--- config.mk ---
export PLATFORM = sky130hd
export DESIGN_NAME = game_session_ctrl
export DESIGN_NICKNAME = d
export VERILOG_FILES = /design/src/rtl/game_pkg.sv /design/src/rtl/score_ram.sv /design/src/rtl/game_session_ctrl.sv
export SDC_FILE = /design/constraint.sdc
export NUM_CORES = 1
export LEC_CHECK = 0
export ABC_AREA = 1
export BUFFER_PORTS_ARGS = -buffer_cell sky130_fd_sc_hd__buf_2
export CORE_MARGIN = 2
export CORE_UTILIZATION = 45
export CTS_CLUSTER_SIZE = 8
export DETAILED_ROUTE_END_ITERATION = 7
export PLACE_DENSITY = 0.6
export SLEW_MARGIN = 25
export SYNTH_ARGS = -nofsm -noshare
export SYNTH_HDL_FRONTEND = slang
export SYNTH_SLANG_ARGS = --single-unit
--- constraint.sdc ---
create_clock -name clk -period 14 [get_ports clk]
set_input_delay 0.7 -clock clk [delete_from_list [all_inputs] [get_ports clk]]
set_output_delay 0.7 -clock clk [all_outputs]
set_load 0.02 [all_outputs]
--- src/rtl/game_pkg.sv ---
// Shared types, widths and arithmetic helpers for the game session controller.
package game_pkg;

  localparam int BCD_W      = 4;
  localparam int SCORE_W    = 7;
  localparam int MAX_DIGITS = 11;
  localparam int SUM_W      = BCD_W * MAX_DIGITS;

  typedef enum logic [2:0] {
    S_IDLE   = 3'd0,
    S_WAIT_T = 3'd1,
    S_WAIT_O = 3'd2,
    S_READ   = 3'd3,
    S_UPDATE = 3'd4
  } state_t;

  // Sum of up to MAX_DIGITS BCD digits; unused upper digits must be zero.
  // The largest possible sum (11 * 9 = 99) fits in a score-width value.
  function automatic logic [SCORE_W-1:0] bcd_digit_sum(input logic [SUM_W-1:0] digits);
    logic [SCORE_W-1:0] sum;
    sum = '0;
    for (int i = 0; i < MAX_DIGITS; i++) begin
      sum = sum + SCORE_W'(digits[BCD_W*i +: BCD_W]);
    end
    return sum;
  endfunction

  // Binary 0..99 to two BCD digits {tens, ones}.
  function automatic logic [2*BCD_W-1:0] to_bcd(input logic [SCORE_W-1:0] v);
    logic [BCD_W-1:0]   tens;
    logic [SCORE_W-1:0] rem;
    tens = '0;
    for (int i = 1; i <= 9; i++) begin
      if (v >= SCORE_W'(i * 10)) tens = BCD_W'(i);
    end
    rem = v - SCORE_W'(tens) * SCORE_W'(10);
    return {tens, rem[BCD_W-1:0]};
  endfunction

  function automatic logic [SCORE_W-1:0] sat_inc(input logic [SCORE_W-1:0] s,
                                                 input logic [SCORE_W-1:0] max);
    return (s >= max) ? max : s + SCORE_W'(1);
  endfunction

  function automatic logic [SCORE_W-1:0] sat_dec(input logic [SCORE_W-1:0] s);
    return (s == '0) ? '0 : s - SCORE_W'(1);
  endfunction

endpackage

--- src/rtl/score_ram.sv ---
// Per-player score table: synchronous read, synchronous write, cleared by reset.
module score_ram
  import game_pkg::*;
#(
  parameter int ID_W = 5
) (
  input  logic               clk,
  input  logic               rst_n,
  input  logic               i_rd_en,
  input  logic [ID_W-1:0]    i_rd_addr,
  output logic [SCORE_W-1:0] o_rd_data,
  input  logic               i_wr_en,
  input  logic [ID_W-1:0]    i_wr_addr,
  input  logic [SCORE_W-1:0] i_wr_data
);

  localparam int DEPTH = 2 ** ID_W;

  logic [SCORE_W-1:0] r_mem [DEPTH];
  logic [SCORE_W-1:0] r_rd_data;

  // Write port and registered read port; every entry returns to zero on reset.
  // NOTE: the whole array is reset because a reset must wipe every player's
  // score; this rules out a RAM macro, which is acceptable at 2**ID_W x 7 bits.
  // NOTE: sequential state uses <= so all registers update from pre-edge values.
  always_ff @(posedge clk or negedge rst_n) begin
    if (!rst_n) begin
      for (int i = 0; i < DEPTH; i++) r_mem[i] <= '0;
      r_rd_data <= '0;
    end else begin
      if (i_wr_en) r_mem[i_wr_addr] <= i_wr_data;
      if (i_rd_en) r_rd_data <= r_mem[i_rd_addr];
    end
  end

  assign o_rd_data = r_rd_data;

endmodule

--- src/rtl/game_session_ctrl.sv ---
// Arithmetic quiz session controller: shows BCD digits, collects a two-digit
// answer, scores it per player and tracks the global leader.
module game_session_ctrl
  import game_pkg::*;
#(
  parameter int NUM_DIGITS  = 4,
  parameter int ID_W        = 5,
  parameter int ROUNDS      = 3,
  parameter int MAX_SCORE   = 99,
  parameter int TIMEOUT_CYC = 1000
) (
  input  logic                    clk,
  input  logic                    reset,
  input  logic                    logged_in,
  input  logic                    game_start,
  input  logic                    load_input,
  input  logic [BCD_W-1:0]        player_input,
  input  logic [ID_W-1:0]         player_id,
  input  logic [4*NUM_DIGITS-1:0] rng_in,
  output logic [4*NUM_DIGITS-1:0] leds,
  output logic [BCD_W-1:0]        d10,
  output logic [BCD_W-1:0]        d1,
  output logic                    busy,
  output logic                    is_valid,
  output logic                    answer_ok,
  output logic                    personal_winner,
  output logic [ID_W-1:0]         global_winner,
  output logic [SCORE_W-1:0]      global_high
);

  localparam int TMR_W = $clog2(TIMEOUT_CYC + 1);
  localparam int RND_W = 4;

  state_t             r_state, w_next;
  logic [RND_W-1:0]   r_round;
  logic [TMR_W-1:0]   r_timer;
  logic [ID_W-1:0]    r_id;
  logic [BCD_W-1:0]   r_tens, r_ones;
  logic               r_timed_out;
  logic               r_pend;
  logic               r_new_ok;
  logic [SCORE_W-1:0] r_new_score;
  logic [SCORE_W-1:0] w_rd_data, w_new_score;
  logic [2*BCD_W-1:0] w_expect;
  logic               w_waiting, w_timeout, w_digit_ok, w_start;
  logic               w_last_round, w_correct, w_rd_en, w_wr_en;

  assign w_waiting    = (r_state == S_WAIT_T) || (r_state == S_WAIT_O);
  assign w_timeout    = w_waiting && (r_timer == TMR_W'(TIMEOUT_CYC - 1));
  assign w_digit_ok   = load_input && (player_input <= 4'd9);
  assign w_start      = game_start && logged_in;
  assign w_last_round = (r_round == RND_W'(ROUNDS - 1));
  assign w_expect     = to_bcd(bcd_digit_sum(SUM_W'(leds)));
  assign w_correct    = !r_timed_out && ({r_tens, r_ones} == w_expect);
  assign w_new_score  = w_correct ? sat_inc(w_rd_data, SCORE_W'(MAX_SCORE))
                                  : sat_dec(w_rd_data);

  score_ram #(.ID_W(ID_W)) u_score_ram (
    .clk       (clk),
    .rst_n     (reset),
    .i_rd_en   (w_rd_en),
    .i_rd_addr (r_id),
    .o_rd_data (w_rd_data),
    .i_wr_en   (w_wr_en),
    .i_wr_addr (r_id),
    .i_wr_data (w_new_score)
  );

  // State register.
  always_ff @(posedge clk or negedge reset) begin
    if (!reset) r_state <= S_IDLE;
    else        r_state <= w_next;
  end

  // Next-state logic; logout aborts before READ, timeout beats a late digit.
  always_comb begin
    // NOTE: default assignment first so no path through the case infers a latch.
    w_next = r_state;
    case (r_state)
      S_IDLE:   if (w_start) w_next = S_WAIT_T;
      S_WAIT_T: begin
        if (!logged_in)      w_next = S_IDLE;
        else if (w_timeout)  w_next = S_READ;
        else if (w_digit_ok) w_next = S_WAIT_O;
      end
      S_WAIT_O: begin
        if (!logged_in)      w_next = S_IDLE;
        else if (w_timeout)  w_next = S_READ;
        else if (w_digit_ok) w_next = S_READ;
      end
      S_READ:   w_next = logged_in ? S_UPDATE : S_IDLE;
      S_UPDATE: w_next = (!logged_in || w_last_round) ? S_IDLE : S_WAIT_T;
      default:  w_next = S_IDLE;
    endcase
  end

  // State-decoded outputs: busy flag and score table strobes.
  always_comb begin
    busy    = (r_state != S_IDLE);
    w_rd_en = (r_state == S_READ);
    w_wr_en = (r_state == S_UPDATE);
  end

  // Session datapath: latches, timer, round count and the registered result.
  always_ff @(posedge clk or negedge reset) begin
    if (!reset) begin
      leds            <= '0;
      r_id            <= '0;
      r_round         <= '0;
      r_timer         <= '0;
      r_tens          <= '0;
      r_ones          <= '0;
      r_timed_out     <= 1'b0;
      r_pend          <= 1'b0;
      r_new_ok        <= 1'b0;
      r_new_score     <= '0;
      is_valid        <= 1'b0;
      answer_ok       <= 1'b0;
      personal_winner <= 1'b0;
      d10             <= '0;
      d1              <= '0;
      global_high     <= '0;
      global_winner   <= '0;
    end else begin
      is_valid        <= 1'b0;
      personal_winner <= 1'b0;
      r_pend          <= 1'b0;
      case (r_state)
        S_IDLE: begin
          if (w_start) begin
            leds        <= rng_in;
            r_id        <= player_id;
            r_round     <= '0;
            r_timer     <= '0;
            r_timed_out <= 1'b0;
          end
        end
        S_WAIT_T, S_WAIT_O: begin
          r_timer <= r_timer + TMR_W'(1);
          if (w_timeout)                            r_timed_out <= 1'b1;
          else if (w_digit_ok && r_state == S_WAIT_T) r_tens    <= player_input;
          else if (w_digit_ok)                      r_ones      <= player_input;
        end
        S_UPDATE: begin
          r_new_score <= w_new_score;
          r_new_ok    <= w_correct;
          r_pend      <= 1'b1;
          r_round     <= r_round + RND_W'(1);
          if (w_next == S_WAIT_T) begin
            leds        <= rng_in;
            r_timer     <= '0;
            r_timed_out <= 1'b0;
          end
        end
        default: ;
      endcase
      if (r_pend) begin
        is_valid       <= 1'b1;
        answer_ok      <= r_new_ok;
        {d10, d1}      <= to_bcd(r_new_score);
        if (r_new_score > global_high) begin
          global_high     <= r_new_score;
          global_winner   <= r_id;
          personal_winner <= 1'b1;
        end
      end
    end
  end

endmodule

; ---- Yosys cells after proc, flatten, opt, wreduce, memory -nomap -nowiden
; Cells that the tools add are included.
[totals]
reg_bits = 310
out_inout_bits = 40
[op_classes]
order_cmp = 23
n_reduce_logical = 24
mul = 2
n_addsub = 9
n_eq_ne = 11
mux = 54
bitwise = 3
[ops]
columns = operator, n
row1 = $bwmux W224, 1
row2 = $mux W4, 16
row3 = $ge A7 B7 Y1 const B, 7
row4 = $ge A7 B6 Y1 const B, 6
row5 = $mux W7, 6
row6 = $bmux W7 S5, 1
row7 = $demux W7 S5, 1
row8 = $mux W16, 2
row9 = $pmux W16 S2, 1
row10 = $pmux W10 S3, 1
row11 = $ge A7 B5 Y1 const B, 4
row12 = $mux W3, 8
row13 = $mux W10, 2
row14 = $pmux W3 S5, 1
row15 = $ge A7 B4 Y1 const B, 2
row16 = $add A10 B1 Y10 const B, 1
row17 = $eq A10 B10 Y1 const B, 1
row18 = $mux W1, 10
row19 = $reduce_and A3 Y1, 3
row20 = $eq A8 B8 Y1, 1
row21 = $mul A4 B3 Y3 const B, 2
row22 = $pmux W4 S2, 1
row23 = $reduce_and A4 Y1, 2
row24 = $sub A4 B4 Y4, 2
row25 = other kinds (28), 44

; ---- Depth between registers and ports, before layout
; Gate-level depths: netlist (run 1).
[logic_depth]
ltp_word = 19
mapped_depth = 31
mapped_depth_nobuf = 30

; ---- Hierarchy
; A second synthesis (run 1) with hierarchy kept.
[unflattened]
hier_cells = 1936
area_unflattened_um2 = 15305.9
[modules_own_cells]
columns = mod, cells_per_inst, instances, area_per_inst_um2, seq_area_each_um2
row1 = score_ram, 1324, 1, 10517.6, 5780.5
row2 = game_session_ctrl, 612, 1, 4788.3, 1976.9

; ---- Worst setup path after synthesis (run 1)
; OpenSTA, ideal clock, no wires.
[synth_timing]
kind = reg2reg
startpoint = register leds[1]
endpoint = register u_score_ram.r_mem[100] in the netlist's numbering
t_required_ps = 13883
arrival_ps = 4687
setup_time_ps = 117
stages_incl_launch_ff = 31
setup_slack_ps = 9195
path_buffers = 1
path_cell_list = dfrtp_1 -> fa_1 -> fa_1 -> ha_1 -> fa_1 -> inv_1 -> nand2_1 -> nand2_2 -> inv_2 -> nand3_1 -> nand2_1 -> inv_1 -> nand2_1 -> nand2_1 -> inv_1 -> ha_1 -> fa_1 -> inv_1 -> nand2_1 -> nand2_1 -> nor4_1 -> nand2_1 -> nor2_1 -> nand3_1 -> nor2_4 -> nand2_2 -> nand2_1 -> nand2_2 -> buf_6 -> nand2_1 -> nand2_1
[synth_via]
elab_chain_cells = 19
elab_cells_between_ends = 27
cone_classes = add/sub (4) / mul (1) / order compare (9) / eq/ne (1) / mux (11) / reduce/logical (1)
[synth_lines]
columns = item, line
row1 = from (decl), game_session_ctrl.sv:20  ; output logic [4*NUM_DIGITS-1:0] leds,
row2 = from (signal assigned), game_session_ctrl.sv:131  ; leds <= rng_in;
row3 = from (signal assigned), game_session_ctrl.sv:150  ; leds <= rng_in;
row4 = $add A4 B4 Y5 (*), game_pkg.sv:23  ; sum = sum + SCORE_W'(digits[BCD_W*i +: BCD_W]);
row5 = $add A5 B4 Y6 (*), game_pkg.sv:23
row6 = $add A6 B4 Y7 (*), game_pkg.sv:23
row7 = $ge A7 B4 Y1, game_pkg.sv:34  ; if (v >= SCORE_W'(i * 10)) tens = BCD_W'(i);
row8 = $mux W1, game_pkg.sv:34
row9 = $mux W2 (2 in series), game_pkg.sv:34
row10 = $mux W4 (6 in series), game_pkg.sv:34
row11 = $mul A4 B3 Y3, game_pkg.sv:36  ; rem = v - SCORE_W'(tens) * SCORE_W'(10);
row12 = $sub A4 B4 Y4, game_pkg.sv:36
row13 = $eq A8 B8 Y1 (*), game_session_ctrl.sv:54  ; assign w_correct = !r_timed_out && ({r_tens, r_ones} == w_expect);
row14 = $logic_and A1 B1 Y1 (*), game_session_ctrl.sv:54
row15 = $mux W7 (*), game_session_ctrl.sv:55  ; assign w_new_score = w_correct ? sat_inc(w_rd_data, SCORE_W'(MAX_SCORE))
row16 = $bwmux W224 (*), score_ram.sv:31  ; if (i_wr_en) r_mem[i_wr_addr] <= i_wr_data;
row17 = "to (signal, indexed assignment)", score_ram.sv:31
row18 = to (decl), score_ram.sv:19  ; logic [SCORE_W-1:0] r_mem [DEPTH];
; Mark *: on every way between the ends. The rest lies on a longest branch, timed or not.
; A chain may end at the register's enable or synchronous reset.

; ---- Final worst setup path (run 1)
[layout_timing]
startpoint = register leds[1]
endpoint = register r_new_score[0]
[layout_via]
elab_chain_cells = 18
elab_cells_between_ends = 26
cone_classes = add/sub (4) / mul (1) / order compare (9) / eq/ne (1) / mux (10) / reduce/logical (1)
[layout_lines]
columns = item, line
row1 = $add A4 B4 Y5 (*), game_pkg.sv:23
row2 = $add A5 B4 Y6 (*), game_pkg.sv:23
row3 = $add A6 B4 Y7 (*), game_pkg.sv:23
row4 = $ge A7 B4 Y1, game_pkg.sv:34
row5 = $mux W1, game_pkg.sv:34
row6 = $mux W2 (2 in series), game_pkg.sv:34
row7 = $mux W4 (6 in series), game_pkg.sv:34
row8 = $mul A4 B3 Y3, game_pkg.sv:36
row9 = $sub A4 B4 Y4, game_pkg.sv:36
row10 = $eq A8 B8 Y1 (*), game_session_ctrl.sv:54
row11 = $logic_and A1 B1 Y1 (*), game_session_ctrl.sv:54
row12 = $mux W7 (*), game_session_ctrl.sv:55
row13 = to (signal assigned), game_session_ctrl.sv:145  ; r_new_score <= w_new_score;
row14 = to (decl), game_session_ctrl.sv:42  ; logic [SCORE_W-1:0] r_new_score;
; Marked as above.

==> results_dict.tcl, run 1 <==
set metrics [dict create \
    max_cap_violations 0 \
    setup_ws_ns 8.294 \
    ir_worst_vdd_v 0.0001762 \
    synth_edf_count 0 \
    placed_area_sq_um 15710 \
    slew_headroom_pct 31.81 \
    dp_slack_ns 8.247 \
    hold_path_class "input pin to async pin" \
    stdcell_area_sq_um 16860 \
    synth_seq_area_share_pct 51.41 \
    dp_hpwl_mm 25.60 \
    timing.final.crit_share_pct 40.76 \
    fmax_mhz 175.3 \
    cts_setup_buffers 0 \
    dr.pass1.iters 5 \
    rows 67 \
    cts_buffer_depth 3 \
    synth_cell_types 38 \
    drtIter0Drc 1022 \
    fillers 3236 \
    start_kind "register" \
    crit_top_cell "nand2_1" \
    tns_ns 0 \
    synth-main-ff-cell "dfrtp_1" \
    synthTopCellsByCount "nand2_1, dfrtp_1, inv_1" \
    drive_above_1_share_pct 9.608 \
    grt_usage_pct 23.65 \
    grt_max_degree 90 \
    die_w_um 187.1 \
    grt_pass1_wl_mm 66.90 \
    clock_sinks 310 \
    setup_viol 0 \
    vias 12470 \
    start_util_pct 45.34 \
    end_kind "register" \
    hold_viol 0 \
    cts_resized 0 \
    max_stage_delay_ns 0.57 \
    ios 70 \
    area_delta_synth_final_pct 11.70 \
    synthMostInstantiatedCell "nand2_1" \
    grt_overflow 0 \
    htreeDepth 2 \
    worstMarginPinSlew_ns 1.019 \
    required_ns 14.47 \
    cts_hold_buf 0 \
    gp_congestion 0.8551 \
    worstSkewPairLatency_ns 0.55 \
    tritoncts "built" \
    drt-total-wl_mm 39.98 \
    async_flop_share_pct 100.0 \
    syn-num-nets 1912 \
    cp.arrival_ns 6.18 \
    core_area_sq_um 33280 \
    period_minus_slack_ns 5.706 \
    critical_path_class "register to register" \
    die_h_um 187.1 \
    fin_nets 1973 \
    dieArea_sq_um 35020 \
    cts_root_buffer "clkbuf_16" \
    yosys.area.top_type "dfrtp_1" \
    skew_ns 0.01749 \
    route.detailed.drc 0 \
    grt_pass1_vias 12480 \
    clk_pin_slew_ns 0.05 \
    synthesis.area_sq_um 15090 \
    syn_inst 1853 \
    avgSynthCellArea_sq_um 8.144 \
    avgViaCountPerCell 5.277 \
    leakage_nw 8.693 \
    yosys-top-cells-area "dfrtp_1, nand2_1, a22oi_1" \
    wire_per_inst_um 16.92 \
    crit_path_max_fanout 19 \
    antennaDiodeCount 0 \
    antenna_found_initial 0 \
    ys_ff_latch 310 \
    yosysTopAreaCellShare_pct 51.41 \
    slowest_stage "fa_1" \
    io_buffers 69 \
    synth_warnings 0 \
    p_per_area_nw_per_um2 175.3 \
    final_antenna_net_count 0 \
    status "complete, no violations" \
    cts_buffers 44 \
    finalMaxSlewViolations 0 \
    rsz0062_at_grt "false" \
]
registers in the layout (all words and copies together), names as in the netlist, 5 cells and up:
register and count:
u_score_ram.o_rd_data 7, leds 16, r_timer 10, u_score_ram.r_mem 224, global_winner 5, r_new_score 7
global_high 7, r_id 5
final cells by class:
cell class              instances  area, sq um  share of cell area (%)
well taps                     448        560.5                   3.325
multi-input cells            1336         6426                   38.12
inverters                     143        536.8                   3.184
repair buffers                 79        441.7                   2.620
clock buffers                  47         1134                   6.725
flip-flops and latches        310         7757                   46.02
stage by stage:
step	std cells	power, W	hold WS (ns)	util, %
5_1_grt	2363	0.003155	0.2186	50.65
3_5_place_dp	2316	0.002042	0.4512	47.21
3_3_place_gp	2316	0.002018	0.4443	47.21
6_report	2363	0.002956	0.1872	50.65
4_1_cts	2363	0.002986	0.1920	50.61
2_1_floorplan	1853	0.001822	0.4012	-
cell usage in the layout, fill, tap and decap left out, types with 12 or more instances in the layout:
cell type / n
clkbuf_16: 45
nor2_1: 67
nor3_1: 24
nand3_1: 35
buf_2: 68
dfrtp_1: 310
nand4_1: 13
nor3_2: 15
a22oi_1: 98
nand2_1: 847
o21ai_0: 54
ha_1: 19
inv_1: 135
mux2_2: 12
a21oi_1: 70
logic make-up after synthesis:
logic type      Yosys count  share of synthesized area [%]
simple gates           1039                          27.81
mux                      12                         0.8955
xor+xnor                 13                         0.8043
compound gates          243                          10.02
buf+inv                 207                          6.160
flops                   310                          51.41
fa+ha+maj                29                          2.902
power breakdown:
part	total, W	switching [W]	internal, W
Clock	0.000927	0.000367	0.000560
Sequential	0.000977	0.0000411	0.000936
Combinational	0.00105	0.000766	0.000285
Total	0.00296	0.00117	0.00178
path summary, 6_finish.rpt:
check                          start                    end  slack [ns]  depth (start not counted)
max                          leds[1]         r_new_score[0]        8.29                         29
min                            reset         global_high[6]        0.19                          1
max reg2reg                  leds[1]         r_new_score[0]        8.29                         29
min reg2reg                   r_pend               is_valid        0.44                          0
max in group asynchronous      reset  u_score_ram.r_mem[97]       12.01                          3
min in group clk           rng_in[3]                leds[3]        0.37                          3
worst max-delay path, delay by kind of cell (launching register included):
kind,cells,cell delay [ns]
DFF,1,0.40
adders and majority gates,6,2.34
buffers and inverters,6,0.72
and+or+nand+nor,17,2.14
metal layers:
metal	track usage (%)	part of all wire [%]	vias to the layer above	wire length [um]
met5	0	0	-	0
met4	6.685	2.1	0	859
met3	3.996	5.2	58	2073
met2	37.10	46	310	18360
met1	33.91	47	6063	18690
li1	-	-	6039	-
(Power assumes the default switching activity.)
==> run 2: changes to the inputs <==
- PLACE_DENSITY: 0.6 -> 0.63
- clock period: 14 -> 4.9 ns (I/O delays scaled with it)
==> run 2 against run 1 <==
  * The run now ends with negative setup slack left
  * Clock-buffer cell count shrank 2
  * Utilization is 4.2 points higher
  * Register-to-register slack worse by 8.4 ns
  * Fmax up 14%
  * Sequential share of layout area decreased by 3.5 points
  * Final cell count up 3.6%
  * Combinational power grew to 4.9 times the previous value
  * Largest power group unchanged
==> results_dict.tcl, run 2 (same netlist as run 1, synthesis figures left out) <==
set metrics [dict create \
    status "finished, violations left" \
    violations "negative setup slack" \
    gp_congestion 0.8496 \
    final_common_cell "nand2_1" \
    worstMarginPinSlew_ns 0.9396 \
    grt_usage_pct 23.17 \
    dp_hpwl_mm 26.25 \
    dr.pass1.iters 6 \
    max_flop_register "u_score_ram.r_mem" \
    grt_max_degree 125 \
    fmax_mhz 199.1 \
    rows 67 \
    fin_nets 2059 \
    slowest_stage "fa_1" \
    end_kind "register" \
    skew_ns 0.02330 \
    period_minus_slack_ns 5.022 \
    cts_buffer_depth 3 \
    largest_reg_flops 224 \
    setup_viol 218 \
    die_w_um 187.1 \
    leakage_nw 9.327 \
    drive_above_1_share_pct 15.49 \
    dp_slack_ns -0.06054 \
    drt-total-wl_mm 41.80 \
    crit_top_cell "buf_4" \
    cts_buffers 44 \
    start_kind "register" \
    tritoncts "built" \
    route.detailed.drc 0 \
    p_per_area_nw_per_um2 580.3 \
    dieArea_sq_um 35020 \
    finalMaxSlewViolations 0 \
    setup_ws_ns -0.1223 \
    worstSkewPairLatency_ns 0.54 \
    max_cap_violations 0 \
    area_delta_synth_final_pct 20.92 \
    hold_viol 0 \
    slew_headroom_pct 36.88 \
    die_h_um 187.1 \
    final_antenna_net_count 0 \
    clock_sinks 310 \
    critical_path_class "register to register" \
    antenna_found_initial 0 \
    ios 70 \
    htreeDepth 2 \
    final_cell_mix "nand2_1, dfrtp_1, inv_1" \
    worst-path-buf-inv 17 \
    antennaDiodeCount 0 \
    critPathTopFamily "buffers and inverters" \
    cts_root_buffer "clkbuf_16" \
    required_ns 5.31 \
    rsz0062_at_grt "true" \
    ir_worst_vdd_v 0.0006304 \
    core_area_sq_um 33280 \
    io_buffers 69 \
    grt_pass1_vias 12870 \
    avgViaCountPerCell 5.255 \
    vias 12870 \
    tns_ns -14.00 \
    start_util_pct 45.34 \
    grt_overflow 0 \
    crit_path_max_fanout 7 \
    clk_pin_slew_ns 0.05 \
    timing.final.crit_share_pct 102.5 \
    report.power.total_w 0.01059 \
    grt_pass1_wl_mm 66.44 \
    drtIter0Drc 1241 \
    reg_top3 "u_score_ram.r_mem x224, leds x16, r_timer x10" \
    cp.arrival_ns 5.43 \
    fin_util_pct 54.83 \
    max_stage_delay_ns 0.55 \
    wire_per_inst_um 17.07 \
    hold_path_class "input pin to register" \
]
run 2: changes by cell type in the layout (fill, tap and decap cells not counted), moves of 4 or more:
cell and change:
clkbuf_16 +6, dlygate4sd3_1 +24, inv_1 -4, buf_4 +37
nand3_1 -8, buf_12 +14, nand2_4 +12, buf_8 +4
nand2_1 -39, nand2_2 +24, nand3_2 +7
run 2: metal layers:
metal	track usage (%)	routed length, um	vias to the layer above
li1	-	-	6198
met1	32.07	18890	6257
met4	7.418	1105	0
met3	3.565	2155	70
met5	0	0	-
met2	37.58	19650	344
run 2: area by class of cell:
cell class | count | area [sq um]
multi-input cells | 1336 | 6743
flip-flops and latches | 310 | 7757
clock inverters | 2 | 25.02
well taps | 448 | 560.5
inverters | 143 | 539.3
repair buffers | 165 | 1508
fillers | 3041 | 15030
clock buffers | 45 | 1115
run 2: final timing paths:
path                                 start  slack, ns                     end  depth (start not counted)
max in group asynchronous            reset       3.51  u_score_ram.r_mem[148]                          3
min in group asynchronous            reset       0.27          global_high[0]                          2
min reg2reg                         r_pend       0.44                is_valid                          0
max                                leds[5]      -0.12  u_score_ram.r_mem[154]                         33
min                        player_input[3]       0.02               r_tens[3]                          3
max reg2reg                        leds[5]      -0.12  u_score_ram.r_mem[154]                         33
run 2: power by group:
group	switching [W]	total [W]	internal, W
logic	0.00298	0.00514	0.00216
clock network	0.00107	0.00266	0.00159
registers	0.000118	0.00279	0.00267
run 2: worst min-delay path, stage by stage:
cell,delay (ns)
buf_2,0.11
inv_1,0.06
o21ai_0,0.08
run 2: through the flow:
stage,std cells,hold slack [ns],cell area (sq um)
after floorplan,1853,-0.05059,15090
after global placement,2349,0.2552,16120
after detailed placement,2349,0.2622,16120
after CTS,2433,0.01248,17700
after global routing,2449,0.05040,18250
final,2449,0.01993,18250
run 2: what timing repair did:
item / CTS / global route
gates cloned: 2 / 8
hold buffers: 24 / 0
endpoints found under the hold margin: 95 / 0
resized for setup: 15 / 83
setup endpoints to repair: 231 / 232
pin swaps: 3 / 44
setup buffers: 11 / 8
==> run 3: changes to the inputs <==
- GPL_TIMING_DRIVEN: unset -> 0
==> run 3 against run 2 <==
  * The flow still finishes with violations (negative setup slack)
  * Clock-buffer cell count rose by 2
  * Design area fell by 0.12%
  * Clock power barely moved
  * Register-to-register slack barely moved
  * Largest power group unchanged
  * Critical path depth fell by 2
  * Worst hold slack improved by 0.020 ns
  * Final cell count rose by 1.6%
  * Global-route usage rose by 3.3 points
  * Non-clock buffer count rose by 38
  * Critical path type unchanged
  * Die area did not move
  * Highest routed layer unchanged
  * Sequential share of layout area rose by 0.052 points
==> results_dict.tcl, run 3 (same netlist as run 1, synthesis figures left out) <==
set metrics [dict create \
    reg_top3 "u_score_ram.r_mem x224, leds x16, r_timer x10" \
    finalMaxSlewViolations 0 \
    rsz0062_at_grt "true" \
    grt_pass1_vias 13250 \
    die_h_um 187.1 \
    violations "negative setup slack" \
    clk_pin_slew_ns 0.05 \
    fillers 3050 \
    max_cap_violations 0 \
    period_minus_slack_ns 5.016 \
    fmax_mhz 199.3 \
    r2r_cells 31 \
    cts_buffer_depth 3 \
    crit_path_max_fanout 7 \
    p_seq_share_pct 25.9 \
    largest_reg_flops 224 \
    final_antenna_net_count 0 \
    timing.final.crit_share_pct 102.4 \
    die_w_um 187.1 \
    cts_buffers 44 \
    max_flop_register "u_score_ram.r_mem" \
    final_common_cell "nand2_1" \
    grt_pass1_wl_mm 72.88 \
    ir_worst_vdd_v 0.0006698 \
    clock_sinks 310 \
    p_per_area_nw_per_um2 588.2 \
    drive_above_1_share_pct 13.98 \
    final_cell_mix "nand2_1, dfrtp_1, inv_1" \
    slowest_stage "fa_1" \
    tritoncts "built" \
    start_kind "register" \
    rows 67 \
    dieArea_sq_um 35020 \
    crit_top_cell "nand2_2" \
    area_delta_synth_final_pct 20.77 \
    leakage_nw 9.275 \
    dp_hpwl_mm 30.32 \
    worstSkewPairLatency_ns 0.54 \
    setup_viol 210 \
    htreeDepth 2 \
    vias 13270 \
    skew_ns 0.01323 \
    drtIter0Drc 1352 \
    dr.pass1.iters 6 \
    start_util_pct 45.34 \
    p_sw_w 0.004380 \
    status "finished, violations left" \
    io_buffers 69 \
    ios 70 \
    setup_ws_ns -0.1163 \
    grt_usage_pct 26.48 \
    grt_max_degree 89 \
    max_stage_delay_ns 0.57 \
    hold_viol 0 \
    critical_path_class "register to register" \
    p_comb_share_pct 49.2 \
    slew_headroom_pct 41.07 \
    drt-total-wl_mm 46.14 \
    antennaDiodeCount 0 \
    gp_congestion 0.8725 \
    avgViaCountPerCell 5.336 \
    worstMarginPinSlew_ns 0.8773 \
    grt_overflow 0 \
    holdPathStages 3 \
    wire_per_inst_um 18.55 \
    dp_slack_ns -0.5135 \
    fin_util_pct 54.76 \
    required_ns 5.32 \
    p_int_w 0.006339 \
    core_area_sq_um 33280 \
    fin_nets 2097 \
    switching_share_pct 40.86 \
    end_kind "register" \
    hold_path_class "input pin to register" \
    pwr-share-clk_pct 24.9 \
    cts_root_buffer "clkbuf_16" \
    antenna_found_initial 0 \
    cp.arrival_ns 5.43 \
    route.detailed.drc 0 \
]
==> run 3: cell types whose count changed in the layout (fill, tap and decap cells not counted), sizes merged <==
| cell | previous run | this run |
|---|---|---|
| buf | 134 | 141 |
| inv | 142 | 141 |
| clkinv | 3 | 2 |
| clkbuf | 52 | 84 |
| dlygate4sd3 | 24 | 25 |
==> run 3: final timing paths <==
kind                                 start                endpoint  slack (ns)
max                                leds[1]  u_score_ram.r_mem[111]       -0.12
min reg2reg                         r_pend                is_valid        0.44
min                        player_input[1]               r_tens[1]        0.04
max reg2reg                        leds[1]  u_score_ram.r_mem[111]       -0.12
max in group asynchronous            reset  u_score_ram.r_mem[166]        3.38
min in group asynchronous            reset          global_high[4]        0.26
==> run 3: repair_timing <==
item / CTS / global route
gates cloned: 2 / 1
buffers inserted: 31 / 8
resized for setup: 68 / 23
hold endpoints to repair: 95 / 0
hold buffers: 25 / 0
setup endpoints to repair: 232 / 232
pin swaps: 16 / 11
==> run 3: critical path: cells and delay by family, from the launching register on <==
family	cells	cell delay, ns
fa+ha+maj	6	2.24
simple gates	18	1.70
buf+inv	7	0.56
flops	1	0.39
==> run 3: metrics by stage <==
stage | total power [W] | setup TNS [ns] | instances | cell area [sq um] | hold slack, ns
floorplan | 0.005207 | 0 | 1853 | 15090 | -0.05059
global placement | 0.006336 | -834.07 | 2370 | 16000 | 0.4362
detailed placement | 0.006379 | -99.32 | 2373 | 16090 | 0.2411
finish | 0.01072 | -11.08 | 2487 | 18230 | 0.03953
CTS | 0.01022 | -0.04027 | 2478 | 18040 | 0.02310
global route | 0.01121 | -62.80 | 2487 | 18230 | 0.04393
==> run 3: cell type report <==
class	instances	area [sq um]	share of cell area (%)
buffer	64	474.2	2.602
sequential	310	7757	42.56
clock buffer	47	1134	6.220
tap	448	560.5	3.076
timing repair buffer	139	1089	5.973
multi-input combinational	1336	6671	36.61
inverter	143	539.3	2.959
==> run 3: power groups by stage <==
stage | sequential, W | clock, W | combinational (W)
4_1_cts | 0.00278 | 0.00271 | 0.00474
5_1_grt | 0.00279 | 0.00280 | 0.00562
2_1_floorplan | 0.00284 | 0 | 0.00237
3_3_place_gp | 0.00281 | 0 | 0.00352
6_report | 0.00278 | 0.00267 | 0.00528
3_5_place_dp | 0.00282 | 0 | 0.00356
==> run 3: layer usage <==
| layer | GRT usage (%) | vias up | share of wire, % |
|---|---|---|---|
| met1 | 36.82 | 6446 | 44 |
| li1 | - | 6267 | - |
| met5 | 0 | - | 0 |
| met4 | 10.78 | 0 | 3.8 |
| met3 | 3.940 | 106 | 6.4 |
| met2 | 41.76 | 451 | 46 |
